===== src/rtl/bcd_chain_counter_if.sv =====
// Control and count bus of the cascadable BCD counter.
// The counter drives the slave side; whoever controls the counter uses the master side.
interface bcd_chain_counter_if #(parameter int DIGITS = 2);
    logic                  Enable;
    logic                  Up;
    logic                  Load;
    logic [4*DIGITS-1:0]   LoadValue;
    logic [4*DIGITS-1:0]   Count;
    logic                  Carry;
    logic                  Borrow;
    logic                  Terminal;
    logic                  LoadError;

    modport master (
        output Enable, Up, Load, LoadValue,
        input  Count, Carry, Borrow, Terminal, LoadError
    );
    modport slave (
        input  Enable, Up, Load, LoadValue,
        output Count, Carry, Borrow, Terminal, LoadError
    );
endinterface


===== src/rtl/bcd_chain_counter.sv =====
// Multi-decade synchronous BCD up/down counter with load, wrap/saturate mode
// and cascade outputs (Terminal, Carry/Borrow pulses, LoadError).
module bcd_chain_digit (
    input  logic [3:0] d,
    input  logic       up,
    input  logic       step,
    output logic [3:0] nxt
);
    always_comb begin
        nxt = d;
        if (step) begin
            if (up) nxt = (d >= 4'd9) ? 4'd0 : d + 4'd1;
            else    nxt = (d == 4'd0) ? 4'd9 : d - 4'd1;
        end
    end
endmodule

module bcd_chain_counter #(
    parameter int DIGITS   = 2,
    parameter bit SATURATE = 1'b0
) (
    input  logic CLK,
    input  logic Clear,
    bcd_chain_counter_if.slave bus
);
    logic [DIGITS-1:0][3:0] cnt;
    logic [DIGITS-1:0][3:0] cnt_step;
    logic [DIGITS-1:0][3:0] ld_val;
    logic [DIGITS-1:0]      ld_bad;
    logic [DIGITS:0]        pre9;
    logic [DIGITS:0]        pre0;
    logic                   all9;
    logic                   all0;
    logic                   at_bound;
    logic                   carry;
    logic                   borrow;

    assign pre9[0] = 1'b1;
    assign pre0[0] = 1'b1;

    // pre9[i]/pre0[i]: every digit below i is at 9/0, i.e. digit i steps this edge
    for (genvar i = 0; i < DIGITS; i++) begin : g_dig
        assign pre9[i+1]  = pre9[i] & (cnt[i] == 4'd9);
        assign pre0[i+1]  = pre0[i] & (cnt[i] == 4'd0);
        assign ld_bad[i]  = bus.LoadValue[4*i +: 4] > 4'd9;
        assign ld_val[i]  = ld_bad[i] ? 4'd0 : bus.LoadValue[4*i +: 4];

        bcd_chain_digit u_dig (
            .d    (cnt[i]),
            .up   (bus.Up),
            .step (bus.Up ? pre9[i] : pre0[i]),
            .nxt  (cnt_step[i])
        );
    end

    assign all9     = pre9[DIGITS];
    assign all0     = pre0[DIGITS];
    assign at_bound = bus.Up ? all9 : all0;
    assign carry    = bus.Up & all9;
    assign borrow   = ~bus.Up & all0;

    always_ff @(posedge CLK) begin
        if (Clear) begin
            cnt           <= '0;
            bus.Carry     <= 1'b0;
            bus.Borrow    <= 1'b0;
            bus.LoadError <= 1'b0;
        end else if (bus.Load) begin
            cnt           <= ld_val;
            bus.Carry     <= 1'b0;
            bus.Borrow    <= 1'b0;
            bus.LoadError <= |ld_bad;
        end else if (bus.Enable) begin
            // In saturate mode the bound is sticky and no wrap pulse is produced
            if (!(SATURATE && at_bound)) cnt <= cnt_step;
            bus.Carry     <= carry & ~SATURATE;
            bus.Borrow    <= borrow & ~SATURATE;
            bus.LoadError <= 1'b0;
        end else begin
            bus.Carry     <= 1'b0;
            bus.Borrow    <= 1'b0;
            bus.LoadError <= 1'b0;
        end
    end

    assign bus.Count    = cnt;
    assign bus.Terminal = at_bound;
endmodule


===== src/flat_wrapper.sv =====
// flat-port wrapper written by rule: the top's interface ports become plain ports
module bcd_chain_counter_flat 
#(
    parameter int DIGITS   = 2,
    parameter bit SATURATE = 1'b0
)
  (CLK, Clear, bus_Enable, bus_Up, bus_Load, bus_LoadValue, bus_Count, bus_Carry, bus_Borrow, bus_Terminal, bus_LoadError);
  bcd_chain_counter_if #(.DIGITS(DIGITS)) bus_i ();
  input  logic CLK;
  input  logic Clear;
  input wire logic [$bits(bus_i.Enable)-1:0] bus_Enable;
  input wire logic [$bits(bus_i.Up)-1:0] bus_Up;
  input wire logic [$bits(bus_i.Load)-1:0] bus_Load;
  input wire logic [$bits(bus_i.LoadValue)-1:0] bus_LoadValue;
  output wire logic [$bits(bus_i.Count)-1:0] bus_Count;
  output wire logic [$bits(bus_i.Carry)-1:0] bus_Carry;
  output wire logic [$bits(bus_i.Borrow)-1:0] bus_Borrow;
  output wire logic [$bits(bus_i.Terminal)-1:0] bus_Terminal;
  output wire logic [$bits(bus_i.LoadError)-1:0] bus_LoadError;
  assign bus_i.Enable = bus_Enable;
  assign bus_i.Up = bus_Up;
  assign bus_i.Load = bus_Load;
  assign bus_i.LoadValue = bus_LoadValue;
  assign bus_Count = bus_i.Count;
  assign bus_Carry = bus_i.Carry;
  assign bus_Borrow = bus_i.Borrow;
  assign bus_Terminal = bus_i.Terminal;
  assign bus_LoadError = bus_i.LoadError;
  bcd_chain_counter #(.DIGITS(DIGITS), .SATURATE(SATURATE)) u_core (.CLK(CLK), .Clear(Clear), .bus(bus_i));
endmodule

===== config.mk =====
export PLATFORM = sky130hd
export DESIGN_NAME = bcd_chain_counter_flat
export DESIGN_NICKNAME = d
export VERILOG_FILES = /design/src/rtl/bcd_chain_counter_if.sv /design/src/rtl/bcd_chain_counter.sv /design/src/flat_wrapper.sv
export SDC_FILE = /design/constraint.sdc
export NUM_CORES = 1
export LEC_CHECK = 0
export ABC_CLOCK_PERIOD_IN_PS = 4900
export CORE_MARGIN = 2
export CORE_UTILIZATION = 50
export DETAILED_ROUTE_END_ITERATION = 16
export PLACE_DENSITY = 0.91
export SLEW_MARGIN = 20
export SYNTH_ARGS = -nofsm -noshare
export SYNTH_HDL_FRONTEND = slang
export SYNTH_SLANG_ARGS = --single-unit

===== constraint.sdc =====
create_clock -name CLK -period 4.9 [get_ports CLK]
set_clock_uncertainty 0.05 [all_clocks]
set_input_delay 0.98 -clock CLK [delete_from_list [all_inputs] [get_ports CLK]]
set_output_delay 0.98 -clock CLK [all_outputs]
set_load 0.02 [all_outputs]

# Yosys cells after proc, flatten, opt, wreduce, memory -nomap -nowiden
# Index checks and enable logic that the tools add are counted.
# totals
reg_bits	11
mem_bits_ro	0
n_memories	0
ram_bits	0
elab_cells	43
out_inout_bits	12
latchBits	0
in_bits	13
# classes
n_eq_ne	2
n_shift	0
n_addsub	4
mux	13
multipliers	0
n_lt_le_gt_ge	4
bitwise	7
div_mod_pow	0
n_reduce_logical	8
# ops
cell	count
$mux W4	9
$mux W8	2
$add A4 B1 Y4 const B	2
$eq A4 B4 Y1 const B	2
$ge A4 B4 Y1 const B	2
$gt A4 B4 Y1 const B	2
$logic_not A4 Y1	2
$sub A4 B1 Y4 const B	2
$and A1 B1 Y1	4
$reduce_bool A2 Y1	2
$reduce_or A2 Y1	2
$not A1 Y1	3
$reduce_or A3 Y1	1
$mux W1	2
$reduce_and A2 Y1	1

# Logic depth before layout (Yosys ltp)
# Gate-level depths: netlist (run 1).
# depth
word_depth	6
mapped_depth	7

# Modules after synthesis
# Synthesis (run 1) repeated with hierarchy kept, for this count alone.
# hier_totals
hier_cells	138
hier_area_um2	1106.1
# by_module_without_submodules
module	seq_area_each_um2	cells_each	area_per_inst_um2	n_inst
bcd_chain_counter	220.2	66	558.0	1
bcd_chain_digit	0.0	36	274.0	2

# Worst setup path before layout (run 1)
# OpenSTA, ideal clock, no wires.
# synth_timing
path_type	in2out
from	input port bus_Up
to	output port bus_Terminal
n_path_buf	1
path_stages	4
arrival_time_ns	1.560
required_time_ns	3.870
setup_slack_ns	2.310
cell_sequence	buf_6 and3_4 nand4_1 nand2_1
# synth_between
elab_chain_len	1
# synth_lines
item	line_no	rtl
start, declared	flat_wrapper.sv:12	input wire logic [$bits(bus_i.Up)-1:0] bus_Up;
$mux W1	bcd_chain_counter.sv:58	assign at_bound = bus.Up ? all9 : all0;
end, declared	flat_wrapper.sv:18	output wire logic [$bits(bus_i.Terminal)-1:0] bus_Terminal;
# No other way between the ends.

# Worst setup path in the final report (run 1)
# Same ends and word-level chain as after synthesis.

==> flow_metrics.py, run 1 <==
metrics = {
    "yosys": {
        "ys_top_cells_by_area": "dfxtp_1 (23%), ha_1 (9.0%), a21oi_1 (4.1%)",
        "ys_types": 42,
        "netlist_area_um2": 975,
        "synth.avg_cell_area_um2": 7.80,
        "synthCells": 125,
        "synth_seq_area_share_pct": 22.6,
        "yosys.area.top_type_share_pct": 22.6,
        "yosysTopAreaCell": "dfxtp_1",
        "ys_warn_count": 0,
        "synth_edf_count": 0,
        "ys_seq_elements": 11,
        "syn_nets": 145,
        "ys_dominant_reg_cell": "dfxtp_1",
        "async_reset_ff_share_pct": 0,
    },
    "timing": {
        "setup-violations-final": 0,
        "fin_crit_ns": 3.98,
        "slew_violations": 0,
        "clock.fmax_mhz": 251,
        "period_share_pct": 81.2,
        "hold_violations": 0,
        "slew_headroom_pct": 60.6,
        "setup_tns_ns": 0,
        "rsz0062_at_grt": "no",
        "worst_pin_slew_ns": 0.589,
    },
    "route": {
        "initialDrtViolationCount": 64,
        "drcViolationCount": 0,
        "vias": 1027,
        "drt_pass1_iterations": 4,
        "wire_per_inst_um": 14.0,
        "drtAntennaViolNets": 0,
        "vias_per_cell": 6.08,
        "wl_um": 2370,
    },
    "worst_setup_path": {
        "cp_num_buf_inv": 2,
        "crit_arrival_ns": 2.95,
        "path_max_fanout": 17,
        "worstSetupStartpointType": "input port",
        "critPathTopFamily": "buffers and inverters",
        "crit_required_ns": 3.87,
        "worst_r2r_startpoint": "u_core.bus.Count[0]",
        "critPathMaxStageDelay_ns": 0.84,
        "ff2ff_setup_slack_ns": 2.94,
        "reg2regPathDepth": 7,
        "worstReg2RegEnd": "u_core.bus.Count[4]",
        "crit_path_top_delay_cell": "clkdlybuf4s50_1",
        "crit_chain": "clkdlybuf4s50_1, and3_4, nand4_1, nand2_1, clkdlybuf4s50_1",
        "crit_type": "in -> out",
        "crit_top_cell": "clkdlybuf4s50_1",
        "cp-end-kind": "output port",
    },
    "die": {
        "initial_utilization_pct": 54.7,
        "core_area_um2": 1780,
        "io_pins": 25,
        "rows": 15,
        "die-width_um": 48.2,
        "die_h_um": 48.2,
        "fp.dieArea_um2": 2320,
    },
    "placement": {
        "port-buffer-count": 24,
        "dp_hpwl_um": 1800,
        "place_congestion": 0.945,
    },
    "grt": {
        "grt_pass1_wl_um": 3490,
        "grt_max_degree": 19,
        "grt_pass1_vias": 840,
        "overflow": 0,
        "grt_usage_pct": 21.8,
        "antenna_found_initial": 0,
    },
    "status": {
        "outcome": "completed",
    },
    "cts": {
        "cts_setup_buffers": 0,
        "cts_tree": "yes",
        "cts.clk_slew.worst_paths_ns": 0.06,
        "numCtsBuffers": 3,
        "clkLatencyLatePin_ns": 0.27,
        "ctsResizeCount": 0,
        "htreeDepth": 1,
        "ctsRootBufferMaster": "clkbuf_4",
        "cts.sinks": 11,
        "cts_hold_buffers": 0,
        "clock_path_buffers": 2,
    },
    "job": {
        "cap_violations": 0,
    },
    "final_layout": {
        "drive_above_1_share_pct": 5.56,
        "diodes": 0,
        "syn_to_final_growth_pct": 24.4,
        "nets": 165,
        "utilization_pct": 68.0,
    },
    "hold_path": {
        "worstHoldStart": "u_core.bus.Count[7]",
        "holdPathStages": 2,
        "holdPathEnd": "u_core.bus.Count[7]",
        "worstHoldPathType": "reg -> reg",
    },
    "power_and_ir_drop": {
        "power_density_nw_per_um2": 212,
        "vdd_drop_max_uv": 199,
        "p_leak_nw": 0.448,
    },
}
-- state kept, by name, summed over array words and instances (netlist names) --
name                  flops
u_core.bus.Count          8
u_core.bus.Borrow         1
u_core.bus.Carry          1
u_core.bus.LoadError      1
-- worst min-delay path, cell delays in order, from the launching register on --
cell	delay [ns]
dfxtp_1	0.40
nor2_1	0.15
a311oi_1	0.06
-- cell usage after synthesis (2+ instances only) --
cell type / n
buf_2: 3
o311a_1: 2
buf_6: 3
or3_1: 2
a211oi_1: 2
nor2_1: 10
nand2_1: 9
a21oi_1: 8
nand2b_1: 6
o21ai_0: 6
dfxtp_1: 11
nor3b_1: 2
nand3_1: 6
o21a_1: 2
o21ai_1: 2
o31ai_1: 3
a31oi_1: 4
nand4b_1: 2
o32ai_1: 2
a221oi_1: 2
inv_1: 7
clkbuf_1: 3
ha_1: 7
nor2b_1: 3
-- metal layers --
metal | share of wire [%] | up-vias | GRT usage [%]
met5 | 0 | - | 0
met4 | 2.3 | 0 | 9.73
met3 | 8.8 | 10 | 5.56
met2 | 46 | 56 | 36.1
met1 | 43 | 462 | 26.6
li1 | - | 499 | -
-- final cells by class --
type	instances	area [um2]
Clock buffer	4	26.3
Fill cell	147	571
Inverter	8	30.0
Multi-Input combinational cell	97	664
Sequential cell	11	220
Tap cell	25	31.3
Timing Repair Buffer	24	240
-- report_power, final --
group          internal [mW]  switching, mW  leakage [nW]
Combinational         0.0425         0.0473         0.342
Sequential            0.0944         0.0106        0.0902
Clock                 0.0315         0.0303        0.0150
-- per-stage QoR --
| step | instance area [um2] | total power, mW | cells | hold slack, ns | setup slack, ns |
|---|---|---|---|---|---|
| CTS | 1210 | 0.256 | 169 | 0.600 | 0.943 |
| global route | 1210 | 0.270 | 169 | 0.628 | 0.867 |
| global placement | 1190 | 0.192 | 165 | 0.560 | 0.975 |
| floorplan | 975 | 0.165 | 125 | 0.632 | 2.31 |
| finish | 1210 | 0.257 | 169 | 0.605 | 0.920 |
| detailed placement | 1190 | 0.195 | 165 | 0.599 | 0.948 |
-- kinds of logic after synthesis --
group                    Yosys count  share of synthesized area, %
flip-flops                        11                          22.6
AO/OA/AOI/OAI                     43                          32.1
XOR/XNOR                           1                         0.899
AND/OR/NAND/NOR                   46                          26.2
adder cells (fa/ha/maj)            7                          8.99
buffers and inverters             17                          9.24
-- worst max path at each step --
stage                start           end  slack [ns]  cells past startpoint
floorplan           bus_Up  bus_Terminal        2.31                      4
global placement    bus_Up  bus_Terminal        0.98                      5
detailed placement  bus_Up  bus_Terminal        0.95                      5
CTS                 bus_Up  bus_Terminal        0.94                      5
global route        bus_Up  bus_Terminal        0.87                      5
finish              bus_Up  bus_Terminal        0.92                      5
-- cell usage in the layout (no fill, tap or decap), types with 2 or more instances in the layout --
cell type	synthesis	layout
a211oi_1	2	2
a21oi_1	8	8
a221oi_1	2	2
a31oi_1	4	4
clkbuf_4	0	3
clkdlybuf4s50_1	0	24
dfxtp_1	11	11
ha_1	7	7
inv_1	7	7
nand2_1	9	9
nand2b_1	6	6
nand3_1	6	6
nand4b_1	2	2
nor2_1	10	10
nor2b_1	3	3
nor3b_1	2	2
o21a_1	2	2
o21ai_0	6	6
o21ai_1	2	2
o311a_1	2	2
o31ai_1	3	3
o32ai_1	2	2
or3_1	2	2
No activity file was read; power rests on OpenSTA's default activity.
==> inputs of run 2 (changes only) <==
Settings changed: ABC_CLOCK_PERIOD_IN_PS 4900 to 3400, CORE_UTILIZATION 50 to 43, PLACE_DENSITY 0.91 to 0.84.
Clock period 4.9 ns to 3.4 ns, I/O delays scaled along.
==> run 2 against run 1 <==
  * Critical path depth grew 1
  * Final area up 1.7%
  * Die area up 15%
  * Via count down 0.19%
  * Final cell count increased by 3.0%
  * Worst setup slack got worse by 0.60 ns
  * Combinational power up 46%
  * Wire length rose by 2.7%
  * Total power increased by 45%
  * Core utilization decreased by 11 points
==> flow_metrics.py, run 2 (synthesized netlist as in run 1, its figures left out) <==
metrics = {
    "status": {
        "outcome": "completed",
    },
    "cts": {
        "htreeDepth": 1,
        "cts_hold_buffers": 0,
        "cts_setup_buffers": 0,
        "cts_tree": "yes",
        "numCtsBuffers": 3,
        "ctsResizeCount": 0,
        "cts.sinks": 11,
        "ctsRootBufferMaster": "clkbuf_4",
        "clock_path_buffers": 2,
        "cts.clk_slew.worst_paths_ns": 0.08,
        "clkLatencyLatePin_ns": 0.26,
    },
    "die": {
        "initial_utilization_pct": 44.9,
        "core_area_um2": 2170,
        "die_h_um": 51.6,
        "rows": 17,
        "fp.dieArea_um2": 2660,
        "io_pins": 25,
        "die-width_um": 51.6,
    },
    "grt": {
        "overflow": 0,
        "grt_pass1_wl_um": 3840,
        "antenna_found_initial": 0,
        "grt_pass1_vias": 925,
        "grt_max_degree": 19,
        "grt_usage_pct": 19.1,
    },
    "worst_setup_path": {
        "critPathMaxStageDelay_ns": 0.60,
        "crit_chain": "clkdlybuf4s50_1, buf_4, nor2b_1, nand3_1, nand2_1, clkdlybuf4s50_1",
        "cp_num_buf_inv": 3,
        "ff2ff_setup_slack_ns": 1.48,
        "path_max_fanout": 7,
        "critPathTopFamily": "buffers and inverters",
        "crit_top_cell": "clkdlybuf4s50_1",
        "crit_required_ns": 2.67,
        "crit_type": "in -> out",
        "crit_path_top_delay_cell": "clkdlybuf4s50_1",
        "worstSetupStartpointType": "input port",
        "cp-end-kind": "output port",
        "crit_arrival_ns": 2.35,
    },
    "placement": {
        "port-buffer-count": 24,
        "dp_worst_setup_slack_ns": 0.351,
        "dp_hpwl_um": 1840,
        "place_congestion": 0.932,
        "place_inst": 170,
    },
    "final_layout": {
        "largest_reg_flops": 8,
        "final_common_cell": "clkdlybuf4s50_1",
        "syn_to_final_growth_pct": 26.4,
        "drive_above_1_share_pct": 7.53,
        "fin_cells": 174,
        "utilization_pct": 56.8,
        "nets": 167,
        "diodes": 0,
        "final_cell_mix": "clkdlybuf4s50_1 (24), dfxtp_1 (11), nor2_1 (10)",
    },
    "timing": {
        "setup-violations-final": 0,
        "hold_violations": 0,
        "fin_crit_ns": 3.08,
        "worst_pin_slew_ns": 0.595,
        "clock.fmax_mhz": 324,
        "setup_tns_ns": 0,
        "slew_headroom_pct": 60.2,
        "rsz0062_at_grt": "no",
        "period_share_pct": 90.7,
        "fin_ws_ns": 0.318,
        "slew_violations": 0,
    },
    "route": {
        "initialDrtViolationCount": 33,
        "drtAntennaViolNets": 0,
        "wire_per_inst_um": 14.0,
        "vias": 1025,
        "drcViolationCount": 0,
        "wl_um": 2430,
        "drt_pass1_iterations": 4,
        "vias_per_cell": 5.89,
    },
    "power_and_ir_drop": {
        "vdd_drop_max_uv": 217,
        "p_leak_nw": 0.460,
        "power_density_nw_per_um2": 301,
        "power_mw": 0.371,
    },
    "hold_path": {
        "worstHoldPathType": "reg -> reg",
    },
    "job": {
        "cap_violations": 0,
    },
}
run 2: cell types whose count changed in the layout (fill, tap and decap cells not counted), sizes merged:
cell / delta
buf: +2
clkbuf: -1
clkinv: +1
run 2: path summary, 6_finish.rpt:
| path | end | cells past startpoint | startpoint |
|---|---|---|---|
| setup reg to reg | u_core.bus.Count[6] | 7 | u_core.bus.Count[0] |
| hold reg to reg | u_core.bus.Carry | 2 | u_core.bus.Count[7] |
| setup / recovery | bus_Terminal | 6 | bus_Up |
| hold / removal | u_core.bus.Carry | 2 | u_core.bus.Count[7] |
run 2: metrics by stage:
stage	cell area [um2]	hold slack (ns)
after floorplan	975	0.632
after global placement	1200	0.569
after detailed placement	1200	0.566
after CTS	1230	0.599
after global routing	1230	0.634
final	1230	0.597
run 2: area by class of cell:
cell class / instances / area [um2]
Tap cell: 28 / 35.0
Inverter: 8 / 30.0
Clock buffer: 3 / 22.5
Sequential cell: 11 / 220
Fill cell: 214 / 937
Timing Repair Buffer: 26 / 255
Multi-Input combinational cell: 97 / 664
Clock inverter: 1 / 5.00
run 2: power breakdown:
group          leakage, nW  total, mW  internal [mW]  switching, mW
clock network       0.0177     0.0884         0.0434         0.0450
logic                0.352      0.131         0.0628         0.0685
registers           0.0902      0.151          0.136         0.0152
run 2: metal layers:
layer  GRT usage [%]  wire length (um)  up-vias
met5               0                 0        -
met4            9.21                25        0
met3            2.59               147        4
met2            34.8              1210       27
met1            21.6              1050      486
li1                -                 -      508
run 2: worst register-to-register path: cells and delay by family, from the launching register on:
family	cells	cell delay, ns
buf+inv	1	0.10
fa+ha+maj	1	0.29
flops	1	0.46
simple gates	2	0.52
compound gates	3	0.44
